<file path="src/rtl/audio_pkg.sv">
// Shared types and default timing constants for the I2S audio capture path.
// Pulled in by the capture controller and its sample FIFO.
package audio_pkg;

    localparam int AUD_WORD_W = 64;

    localparam int DEF_FIFO_DEPTH = 16;
    localparam int DEF_BURST_LEN  = 8;
    localparam int DEF_LOCK_CNT   = 4;
    localparam int DEF_FRAME_MIN  = 64;
    localparam int DEF_FRAME_MAX  = 4096;

    typedef enum logic [1:0] {
        ST_IDLE  = 2'd0,
        ST_REQ   = 2'd1,
        ST_BURST = 2'd2
    } cap_state_e;

    // Width of a counter that must be able to hold the value max_val.
    function automatic int cnt_width(input int max_val);
        return (max_val < 2) ? 1 : $clog2(max_val + 1);
    endfunction

endpackage

</file>
<file path="src/rtl/sync_fifo_sc.sv">
// Single-clock sample FIFO with registered read data.
// Full/empty come from read/write pointers that carry one extra wrap bit.
module sync_fifo_sc
    import audio_pkg::*;
#(
    parameter int DEPTH = DEF_FIFO_DEPTH,
    parameter int WIDTH = AUD_WORD_W
) (
    input  logic                     i_clk,
    input  logic                     i_rst,
    input  logic                     i_flush,
    input  logic                     i_wr_en,
    input  logic [WIDTH-1:0]         i_wr_data,
    input  logic                     i_rd_en,
    output logic [WIDTH-1:0]         o_rd_data,
    output logic                     o_full,
    output logic                     o_empty,
    output logic [$clog2(DEPTH):0]   o_fill
);

    localparam int AW = $clog2(DEPTH);

    logic [WIDTH-1:0] mem [DEPTH];
    logic [AW:0]      wr_ptr;
    logic [AW:0]      rd_ptr;
    logic             do_wr;
    logic             do_rd;

    // Same index with differing wrap bits means the write side has lapped the read side.
    assign o_full  = (wr_ptr[AW] != rd_ptr[AW]) && (wr_ptr[AW-1:0] == rd_ptr[AW-1:0]);
    assign o_empty = (wr_ptr == rd_ptr);
    assign o_fill  = wr_ptr - rd_ptr;

    assign do_wr = i_wr_en && !o_full && !i_flush;
    assign do_rd = i_rd_en && !o_empty && !i_flush;

    always_ff @(posedge i_clk) begin
        if (do_wr) begin
            mem[wr_ptr[AW-1:0]] <= i_wr_data;
        end
    end

    always_ff @(posedge i_clk) begin
        if (i_rst) begin
            wr_ptr    <= '0;
            rd_ptr    <= '0;
            o_rd_data <= '0;
        end else if (i_flush) begin
            wr_ptr <= '0;
            rd_ptr <= '0;
        end else begin
            if (do_wr) begin
                wr_ptr <= wr_ptr + (AW+1)'(1);
            end
            if (do_rd) begin
                rd_ptr    <= rd_ptr + (AW+1)'(1);
                o_rd_data <= mem[rd_ptr[AW-1:0]];
            end
        end
    end

endmodule

</file>
<file path="src/rtl/iis_audio_capture_ctrl.sv">
// I2S capture sequencer: frame-interval lock detection, sample buffering,
// and fixed-length burst draining to the DMA write engine over req/ack.
module iis_audio_capture_ctrl
    import audio_pkg::*;
#(
    parameter int FIFO_DEPTH = DEF_FIFO_DEPTH,
    parameter int BURST_LEN  = DEF_BURST_LEN,
    parameter int LOCK_CNT   = DEF_LOCK_CNT,
    parameter int FRAME_MIN  = DEF_FRAME_MIN,
    parameter int FRAME_MAX  = DEF_FRAME_MAX
) (
    input  logic                  i_clk,
    input  logic                  i_rst,
    input  logic                  i_enable,
    input  logic                  i_smp_valid,
    input  logic [AUD_WORD_W-1:0] i_smp_data,
    output logic                  o_dma_req,
    input  logic                  i_dma_ack,
    output logic                  o_dma_valid,
    output logic [AUD_WORD_W-1:0] o_dma_data,
    output logic                  o_locked,
    output logic                  o_overflow,
    output logic [31:0]           o_frame_cnt
);

    localparam int FILL_W = $clog2(FIFO_DEPTH) + 1;
    localparam int INT_W  = cnt_width(FRAME_MAX + 1);
    localparam int GOOD_W = cnt_width(LOCK_CNT);
    localparam int BEAT_W = cnt_width(BURST_LEN);

    localparam logic [INT_W-1:0]  INT_MIN    = INT_W'(FRAME_MIN);
    localparam logic [INT_W-1:0]  INT_MAX    = INT_W'(FRAME_MAX);
    localparam logic [INT_W-1:0]  INT_SAT    = INT_W'(FRAME_MAX + 1);
    localparam logic [GOOD_W-1:0] GOOD_LOCK  = GOOD_W'(LOCK_CNT);
    localparam logic [BEAT_W-1:0] LAST_BEAT  = BEAT_W'(BURST_LEN - 1);
    localparam logic [FILL_W-1:0] BURST_FILL = FILL_W'(BURST_LEN);

    cap_state_e state_q;
    cap_state_e state_d;

    logic [INT_W-1:0]      int_cnt;
    logic [GOOD_W-1:0]     good_cnt;
    logic                  have_ref;
    logic                  in_window;
    logic                  hit_timeout;

    logic                  accept;
    logic                  fifo_flush;
    logic                  fifo_pop;
    logic                  fifo_full;
    logic                  fifo_empty;
    logic [FILL_W-1:0]     fifo_fill;
    logic [AUD_WORD_W-1:0] fifo_rd_data;
    logic [BEAT_W-1:0]     beat_cnt;
    logic                  rd_pend;

    always_ff @(posedge i_clk) begin
        if (i_rst || i_smp_valid) begin
            int_cnt <= '0;
        end else if (int_cnt != INT_SAT) begin
            int_cnt <= int_cnt + INT_W'(1);
        end
    end

    // A strobe only measures a real interval once a previous strobe was seen while enabled.
    assign in_window   = have_ref && (int_cnt >= INT_MIN) && (int_cnt <= INT_MAX);
    assign hit_timeout = !i_smp_valid && (int_cnt == INT_MAX);

    always_ff @(posedge i_clk) begin
        if (i_rst || !i_enable) begin
            have_ref <= 1'b0;
            good_cnt <= '0;
            o_locked <= 1'b0;
        end else begin
            if (i_smp_valid) begin
                have_ref <= 1'b1;
                if (!in_window) begin
                    good_cnt <= '0;
                end else if (good_cnt != GOOD_LOCK) begin
                    good_cnt <= good_cnt + GOOD_W'(1);
                end
            end else if (hit_timeout) begin
                good_cnt <= '0;
            end
            o_locked <= (good_cnt == GOOD_LOCK);
        end
    end

    assign accept     = i_smp_valid && o_locked && i_enable;
    assign fifo_flush = !i_enable && (state_q != ST_BURST);

    always_ff @(posedge i_clk) begin
        if (i_rst) begin
            o_overflow  <= 1'b0;
            o_frame_cnt <= '0;
        end else begin
            if (!i_enable) begin
                o_overflow <= 1'b0;
            end else if (accept && fifo_full) begin
                o_overflow <= 1'b1;
            end
            if (accept && !fifo_full) begin
                o_frame_cnt <= o_frame_cnt + 32'd1;
            end
        end
    end

    sync_fifo_sc #(
        .DEPTH (FIFO_DEPTH),
        .WIDTH (AUD_WORD_W)
    ) u_fifo (
        .i_clk     (i_clk),
        .i_rst     (i_rst),
        .i_flush   (fifo_flush),
        .i_wr_en   (accept),
        .i_wr_data (i_smp_data),
        .i_rd_en   (fifo_pop),
        .o_rd_data (fifo_rd_data),
        .o_full    (fifo_full),
        .o_empty   (fifo_empty),
        .o_fill    (fifo_fill)
    );

    always_ff @(posedge i_clk) begin
        if (i_rst) begin
            state_q <= ST_IDLE;
        end else begin
            state_q <= state_d;
        end
    end

    always_comb begin
        state_d = state_q;
        unique case (state_q)
            ST_IDLE: begin
                if (i_enable && (fifo_fill >= BURST_FILL)) begin
                    state_d = ST_REQ;
                end
            end
            ST_REQ: begin
                if (!i_enable) begin
                    state_d = ST_IDLE;
                end else if (i_dma_ack) begin
                    state_d = ST_BURST;
                end
            end
            ST_BURST: begin
                if (beat_cnt == LAST_BEAT) begin
                    state_d = ST_IDLE;
                end
            end
            default: state_d = ST_IDLE;
        endcase
    end

    always_comb begin
        o_dma_req = 1'b0;
        fifo_pop  = 1'b0;
        unique case (state_q)
            ST_REQ:   o_dma_req = 1'b1;
            ST_BURST: fifo_pop  = !fifo_empty;
            default:  ;
        endcase
    end

    always_ff @(posedge i_clk) begin
        if (i_rst || (state_q != ST_BURST)) begin
            beat_cnt <= '0;
        end else begin
            beat_cnt <= beat_cnt + BEAT_W'(1);
        end
    end

    // FIFO read data lands one cycle after the pop; the output stage adds one more register.
    always_ff @(posedge i_clk) begin
        if (i_rst) begin
            rd_pend     <= 1'b0;
            o_dma_valid <= 1'b0;
            o_dma_data  <= '0;
        end else begin
            rd_pend     <= fifo_pop;
            o_dma_valid <= rd_pend;
            o_dma_data  <= rd_pend ? fifo_rd_data : '0;
        end
    end

endmodule

</file>
<file path="config.mk">
export PLATFORM = sky130hd
export DESIGN_NAME = iis_audio_capture_ctrl
export DESIGN_NICKNAME = d
export VERILOG_FILES = /design/src/rtl/audio_pkg.sv /design/src/rtl/sync_fifo_sc.sv /design/src/rtl/iis_audio_capture_ctrl.sv
export SDC_FILE = /design/constraint.sdc
export NUM_CORES = 1
export LEC_CHECK = 0
export CORE_AREA = 2 2 293 295
export DETAILED_ROUTE_END_ITERATION = 6
export DIE_AREA = 0 0 295 297
export PLACE_DENSITY = 0.73
export SYNTH_ARGS = -nofsm -noshare
export SYNTH_HDL_FRONTEND = slang
export SYNTH_SLANG_ARGS = --single-unit
</file>
<file path="constraint.sdc">
create_clock -name i_clk -period 8.4 [get_ports i_clk]
set_clock_uncertainty 0.15 [all_clocks]
set_input_delay 1.68 -clock i_clk [delete_from_list [all_inputs] [get_ports i_clk]]
set_output_delay 1.68 -clock i_clk [all_outputs]
set_load 0.03 [all_outputs]
</file>
Word level (Yosys, flattened, before mapping)
Memories as Yosys holds them, arrays and structs flattened. A register that Yosys moved wholly into a read port is not among the register bits.
Cells that the tools add are included.
Word-level totals
  memories kept: 1
  bits in writable memories: 1024
  output and inout port bits: 100
  register bits after elaboration: 133
  word-level logic and storage cells: 84
  bits of input ports: 69
Memories
  u_fifo.mem: words 16, width 64, read ports 1, clocked after Yosys merged registers in 1, write ports 1, line sync_fifo_sc.sv:23  | logic [WIDTH-1:0] mem [DEPTH];
Cells by class
  eq/ne operators: 15
  order comparisons: 3
  multiplexer cells: 13
  reductions and logical operators: 29
  bitwise gates (word level): 3
  $add $sub $neg: 7
Operators with widths (count)
  $add A32 B1 Y32 const B: 1
  $add A13 B1 Y13 const B: 1
  $eq A13 B13 Y1 const B: 1
  $ge A13 B7 Y1 const B: 1
  $le A13 B13 Y1 const B: 1
  $logic_and A1 B1 Y1: 13
  $ne A13 B13 Y1 const B: 1
  $mux W3: 4
  $add A5 B1 Y5 const B: 2
  $mux W2: 4
  $ne A2 B2 Y1 const B: 3
  $ne A3 B3 Y1 const B: 2
  $pmux W2 S3: 1
  $reduce_or A2 Y1: 3
  $eq A5 B5 Y1: 1
  $ge A5 B4 Y1 const B: 1
  $logic_not A1 Y1: 5
  $sub A5 B5 Y5: 1
  $add A4 B1 Y4 const B: 1
  $eq A4 B3 Y1 const B: 1
  $eq A4 B4 Y1: 1
  $mux W1: 4
  $reduce_and A2 Y1: 2
  $add A3 B1 Y3 const B: 1
  10 further kinds: 14

Depth between registers and ports, before layout
  word-level depth: 7
  gate-level depth with buffers: 12

Cells and area by module
From an unflattened synthesis, not the netlist that was laid out.
Unflattened totals
  cells, all modules: 2525
  area total of the unflattened synthesis: 45706.3 sq um
By module, submodules not included
  sync_fifo_sc: sequential area each 32230.9 sq um, times used 1, area an instance 41317.1 sq um, cells an instance 2087
  iis_audio_capture_ctrl: sequential area each 2462.4 sq um, times used 1, area an instance 4389.2 sq um, cells an instance 438

Worst setup path after synthesis
Ideal clock, no wire load.
  path type: input-to-reg
  from: in i_enable
  to: mem u_fifo.mem[2][0] in the netlist's numbering, enable pin
  library setup time: 0.565 ns
  data arrival time: 6.838 ns
  stages on the path: 5
  data required time: 7.685 ns
  path slack: 0.847 ns
  cell sequence: and3_1 -> a21boi_2 -> buf_2 -> nand2_1 -> nor3_1
Between the ends
  word-level cells in the longest chain between the ends: 6
  elaborated cells between the ends (all ways): 8
  classes of those cells: 2 x mux; 6 x reduce/logical
Ends and longest elaborated chain
  from (decl): line iis_audio_capture_ctrl.sv:14  | input logic i_enable,
  $logic_not A1 Y1
  $logic_and A1 B1 Y1: line iis_audio_capture_ctrl.sv:90  | assign fifo_flush = !i_enable && (state_q != ST_BURST);
  $logic_not A1 Y1: line sync_fifo_sc.sv:34  | assign do_wr = i_wr_en && !o_full && !i_flush;
  $logic_and A1 B1 Y1 *: line sync_fifo_sc.sv:34
  $mux W1 *: line sync_fifo_sc.sv:38  | if (do_wr) begin
  $mux W1 (not written as such) *: line sync_fifo_sc.sv:39  | mem[wr_ptr[AW-1:0]] <= i_wr_data;
  to (decl): line sync_fifo_sc.sv:23
Every way passes the cells marked *; elsewhere a longest branch is shown, timed or not.

Worst setup path in the final report
  from: in i_smp_valid
  to: mem u_fifo.mem[11][37] in the netlist's numbering, enable pin
Between the ends
  word-level cells in the longest chain between the ends: 6
Ends and longest elaborated chain
  from (decl): line iis_audio_capture_ctrl.sv:15  | input logic i_smp_valid,
  $logic_and A1 B1 Y1 (2 in a row): line iis_audio_capture_ctrl.sv:89  | assign accept = i_smp_valid && o_locked && i_enable;
  $logic_and A1 B1 Y1 (2 in a row): line sync_fifo_sc.sv:34
  $mux W1: line sync_fifo_sc.sv:38
  $mux W1 (not written as such): line sync_fifo_sc.sv:39
Every way passes these cells.

==> PnR_summary.wiki <==
{| class="wikitable"
! Metric !! Value
|-
| Run status || finished, final reports clean
|-
| Power consumption || 0.0122 W
|-
| Final min period || 5.03 ns
|-
| Slew at the pin with the worst max-slew slack || 1.08 ns
|-
| CP Cell Sequence || clkdlybuf4s50_1, and3_1, a21boi_2, nand2_1, nor2_4, buf_4
|-
| HPWL reported at the end of detailed placement || 52.7 mm
|-
| CTS H-tree lvls || 3
|-
| PortBufs || 168
|-
| Final Cycle Share || 59.9%
|-
| Total wirelength of the detailed-routed design || 96.7 mm
|-
| TritonCTS clock tree || done
|-
| Core area || 0.0845 mm^2
|-
| Die outline height || 297 um
|-
| Worst-path fanout max || 40
|-
| Clock sink count || 1,221
|-
| Ratio of routed vias to standard cells || 5.98
|-
| Total track usage || 22.3%
|-
| Share of cells above drive strength 1 || 19.6%
|-
| Post-synth ARST share || 0%
|-
| Global placement routability congestion || 0.754
|-
| DRT antenna net count || 0
|-
| Post-synthesis cell count || 2,304
|-
| DIE AREA || 0.0876 mm^2
|-
| Share of total power in combinational logic || 1.0%
|-
| Yosys reg bits || 1,221
|-
| Unrepaired setup endpoints after global routing || false
|-
| Number of top-level design ports || 169
|-
| Number of flops mapped to enable cells by yosys || 1,024
|-
| Clock share of power || 45.2%
|-
| Cell area after technology mapping || 0.0461 mm^2
|-
| Slew Viols, Final || 0
|-
| Highest metal layer with signal wires || met5
|-
| Crit-path leading delay family || simple AND/OR/NAND/NOR gates
|-
| Area added between synthesis and finish || 15.1%
|-
| Die W || 295 um
|-
| Cell Pwr Density || 230 mW/mm^2
|-
| Cts-stage hold buffer count || 0
|-
| Total Nets Final || 2,592
|-
| Number of global-route vias before repair || 23.6k
|-
| Class of the tightest hold or removal check || reg2reg
|-
| Clock latency reported for the late side of the worst-skew pair || 0.71 ns
|-
| Highest clock frequency the design can meet || 199 MHz
|-
| Hold Fails Final Rpt || 0
|-
| Initial core utilization || 54.6%
|-
| Worst-case vdd ir drop || 0.173 mV
|-
| Length of routed met3 wiring || 6.17 mm
|-
| Leading register cell type out of synthesis || sky130_fd_sc_hd__edfxtp_1
|-
| Number of placement rows || 107
|-
| Switch share || 19.3%
|-
| Tightest slew margin relative to the limit || 28.2%
|-
| Number of buffers created by CTS || 117
|-
| Post-CTS Setup Repair Bufs || 0
|-
| Critical setup path kind || in2reg
|-
| Library cell used as clock root buffer || sky130_fd_sc_hd__clkbuf_16
|-
| Critical Path AT || 5.21 ns
|-
| Int Pwr || 0.00983 W
|-
| GRT Residual Overflow || 0
|-
| Routed length per placed instance || 25.8 um
|-
| Initial antenna violation count || 3
|-
| Number of warning messages in the yosys log || 0
|-
| Number of detailed-routing iterations run before antenna repair || 5
|-
| Reported leakage power || 16.5 nW
|-
| Met1 routed wirelength after detailed routing || 39.4 mm
|-
| Distinct cells, synth || 52
|-
| Setup crit start kind || input pin
|-
| Global-route wire length before repair || 146 mm
|-
| Met2 Routed Length || 48.7 mm
|-
| Antenna diode instance count || 0
|-
| Average size of a mapped cell || 20.0 um^2
|-
| DRT iter0 DRCs || 1,904
|-
| CTS clock-pin slew for the worst setup and hold paths || 0.06 ns
|-
| Final Setup Violations || 0
|-
| Total via count after detailed routing || 22.4k
|-
| Cell with the largest stage delay on the worst path || sky130_fd_sc_hd__nor2_4
|-
| Buffers and inverters on the worst path || 2
|-
| Proportion of synthesized chip area in sequential cells || 75.3%
|-
| Detailed-route DRC error count || 0
|-
| Syn_nets || 2,390
|-
| Total negative slack || 0 ns
|-
| Number of instances resized during post-cts repair || 0
|-
| Sequential power share || 53.8%
|-
| Largest stage delay, worst path || 0.80 ns
|-
| Switching pwr || 0.00235 W
|-
| CP endpoint kind || flop
|-
| Buffer levels on the longest clock path || 3
|-
| Maximum number of pins on one net before global-route repair || 77
|-
| Worst path required time || 8.58 ns
|-
| Count of maximum capacitance violations || 0
|}
[path summary, 6_finish.rpt]
check                                    start  slack (ns)                           end  depth (start not counted)
max                                i_smp_valid        3.37  u_fifo.mem[11][37]$_DFFE_PP_                          6
min          u_fifo.o_rd_data[13]$_SDFFE_PP0P_        0.30     o_dma_data[13]$_SDFF_PP0_                          1
max reg2reg      u_fifo.rd_ptr[3]$_SDFFE_PP0P_        3.45  u_fifo.mem[11][37]$_DFFE_PP_                          7
min reg2reg  u_fifo.o_rd_data[13]$_SDFFE_PP0P_        0.30     o_dma_data[13]$_SDFF_PP0_                          1
[per-layer routing]
metal  vias up  track usage [%]
met4         4             7.12
met3       148             3.75
met1     11800             30.0
met5         -                0
li1       9641                -
met2       805             37.5
[stage by stage]
stage	area, um^2	instances	hold WS, ns	utilization [%]	worst slack [ns]
3_5_place_dp	48900	3531	0.296	57.9	2.64
4_1_cts	53000	3754	0.310	62.8	3.37
5_1_grt	53000	3754	0.333	62.8	3.16
3_3_place_gp	48900	3531	0.276	57.9	2.77
2_1_floorplan	46100	2304	0.268	-	0.847
6_report	53000	3754	0.305	62.8	3.37
[power groups by stage]
stage | clock network (W) | logic (W) | registers (W)
global route | 0.00581 | 0.000134 | 0.00655
finish | 0.00550 | 0.000123 | 0.00655
detailed placement | 0 | 0.000123 | 0.00668
CTS | 0.00558 | 0.000124 | 0.00655
global placement | 0 | 0.000113 | 0.00668
floorplan | 0 | 0.0000142 | 0.00669
[kinds of logic after synthesis]
group | synth area share (%)
compound gates | 2.47
xor+xnor | 0.947
fa+ha+maj | 0.478
buf+inv | 1.60
flops | 75.3
mux | 15.4
simple gates | 3.89
[cells in the final DEF, fill, tap and decap left out, types with 8 or more instances in the layout]
master / Yosys / layout
sky130_fd_sc_hd__nand2_1: 26 / 26
sky130_fd_sc_hd__clkinv_1: 0 / 18
sky130_fd_sc_hd__nor4_1: 8 / 8
sky130_fd_sc_hd__clkdlybuf4s50_1: 0 / 167
sky130_fd_sc_hd__mux4_2: 256 / 256
sky130_fd_sc_hd__ha_1: 16 / 16
sky130_fd_sc_hd__nand4_1: 8 / 8
sky130_fd_sc_hd__and2_1: 59 / 59
sky130_fd_sc_hd__a21oi_1: 77 / 77
sky130_fd_sc_hd__nor3_1: 14 / 10
sky130_fd_sc_hd__mux2i_1: 131 / 131
sky130_fd_sc_hd__clkbuf_16: 0 / 118
sky130_fd_sc_hd__bufinv_16: 0 / 20
sky130_fd_sc_hd__o21ai_0: 9 / 9
sky130_fd_sc_hd__clkbuf_1: 39 / 19
sky130_fd_sc_hd__xnor2_1: 29 / 29
sky130_fd_sc_hd__clkinvlp_4: 0 / 11
sky130_fd_sc_hd__buf_4: 7 / 36
sky130_fd_sc_hd__nor2_1: 86 / 73
sky130_fd_sc_hd__xor2_1: 19 / 19
sky130_fd_sc_hd__nand2b_1: 72 / 72
sky130_fd_sc_hd__edfxtp_1: 1024 / 1024
sky130_fd_sc_hd__nand3_1: 18 / 18
sky130_fd_sc_hd__clkinv_2: 0 / 22
sky130_fd_sc_hd__nor2_4: 1 / 14
sky130_fd_sc_hd__inv_1: 18 / 18
sky130_fd_sc_hd__dfxtp_1: 197 / 194
sky130_fd_sc_hd__a22o_1: 65 / 65
[sequential cells by signal, summed over array words and instances (netlist names)]
signal            flops
u_fifo.mem         1024
o_dma_data           64
u_fifo.o_rd_data     64
o_frame_cnt          32
int_cnt              13
u_fifo.rd_ptr         5
u_fifo.wr_ptr         5
beat_cnt              4
good_cnt              3
state_q               2
have_ref              1
o_dma_valid           1
o_locked              1
o_overflow            1
rd_pend               1
[worst register-to-register path, stage by stage, from the launching register on]
cell	delay [ns]
sky130_fd_sc_hd__dfxtp_4	0.99
sky130_fd_sc_hd__inv_1	0.21
sky130_fd_sc_hd__ha_1	0.41
sky130_fd_sc_hd__and4_1	0.23
sky130_fd_sc_hd__a21boi_2	0.59
sky130_fd_sc_hd__nand2_1	0.45
sky130_fd_sc_hd__nor2_4	0.80
sky130_fd_sc_hd__buf_4	0.70
[final cells by class]
cell class,instances,area (um^2)
multi-input cells,945,10800
well taps,1144,1430
flip-flops and latches,1221,34700
clock buffers,141,3080
clock inverters,82,1010
fillers,5577,31400
repair buffers,203,1940
inverters,18,67.6
[cells in the mapped netlist (2+ instances only)]
library cell	n	area, um^2
sky130_fd_sc_hd__nand2_1	26	97.6
sky130_fd_sc_hd__a22o_1	65	569
sky130_fd_sc_hd__a21oi_1	77	385
sky130_fd_sc_hd__nand3_1	18	90.1
sky130_fd_sc_hd__and3_1	7	43.8
sky130_fd_sc_hd__buf_1	5	18.8
sky130_fd_sc_hd__nand4_1	8	50.1
sky130_fd_sc_hd__nand2b_1	72	450
sky130_fd_sc_hd__nor3b_1	2	15.0
sky130_fd_sc_hd__clkbuf_1	39	146
sky130_fd_sc_hd__nor4_2	5	62.6
sky130_fd_sc_hd__ha_1	16	200
sky130_fd_sc_hd__mux2i_1	131	1310
sky130_fd_sc_hd__buf_4	7	52.6
sky130_fd_sc_hd__and4_1	6	52.6
sky130_fd_sc_hd__inv_1	18	67.6
sky130_fd_sc_hd__nor2b_1	3	18.8
sky130_fd_sc_hd__a21o_1	2	15.0
sky130_fd_sc_hd__buf_6	17	191
sky130_fd_sc_hd__o21ai_0	9	45.0
sky130_fd_sc_hd__buf_2	52	260
sky130_fd_sc_hd__xor2_1	19	166
sky130_fd_sc_hd__or3_1	6	37.5
sky130_fd_sc_hd__and2_1	59	369
sky130_fd_sc_hd__xnor2_1	29	254
sky130_fd_sc_hd__dfxtp_1	197	3940
sky130_fd_sc_hd__nor4_1	8	50.1
sky130_fd_sc_hd__edfxtp_1	1024	30700
sky130_fd_sc_hd__nor2_1	86	323
sky130_fd_sc_hd__mux4_2	256	5770
sky130_fd_sc_hd__nor3_1	14	70.1
Note: power is estimated with default switching activity, not from simulation.
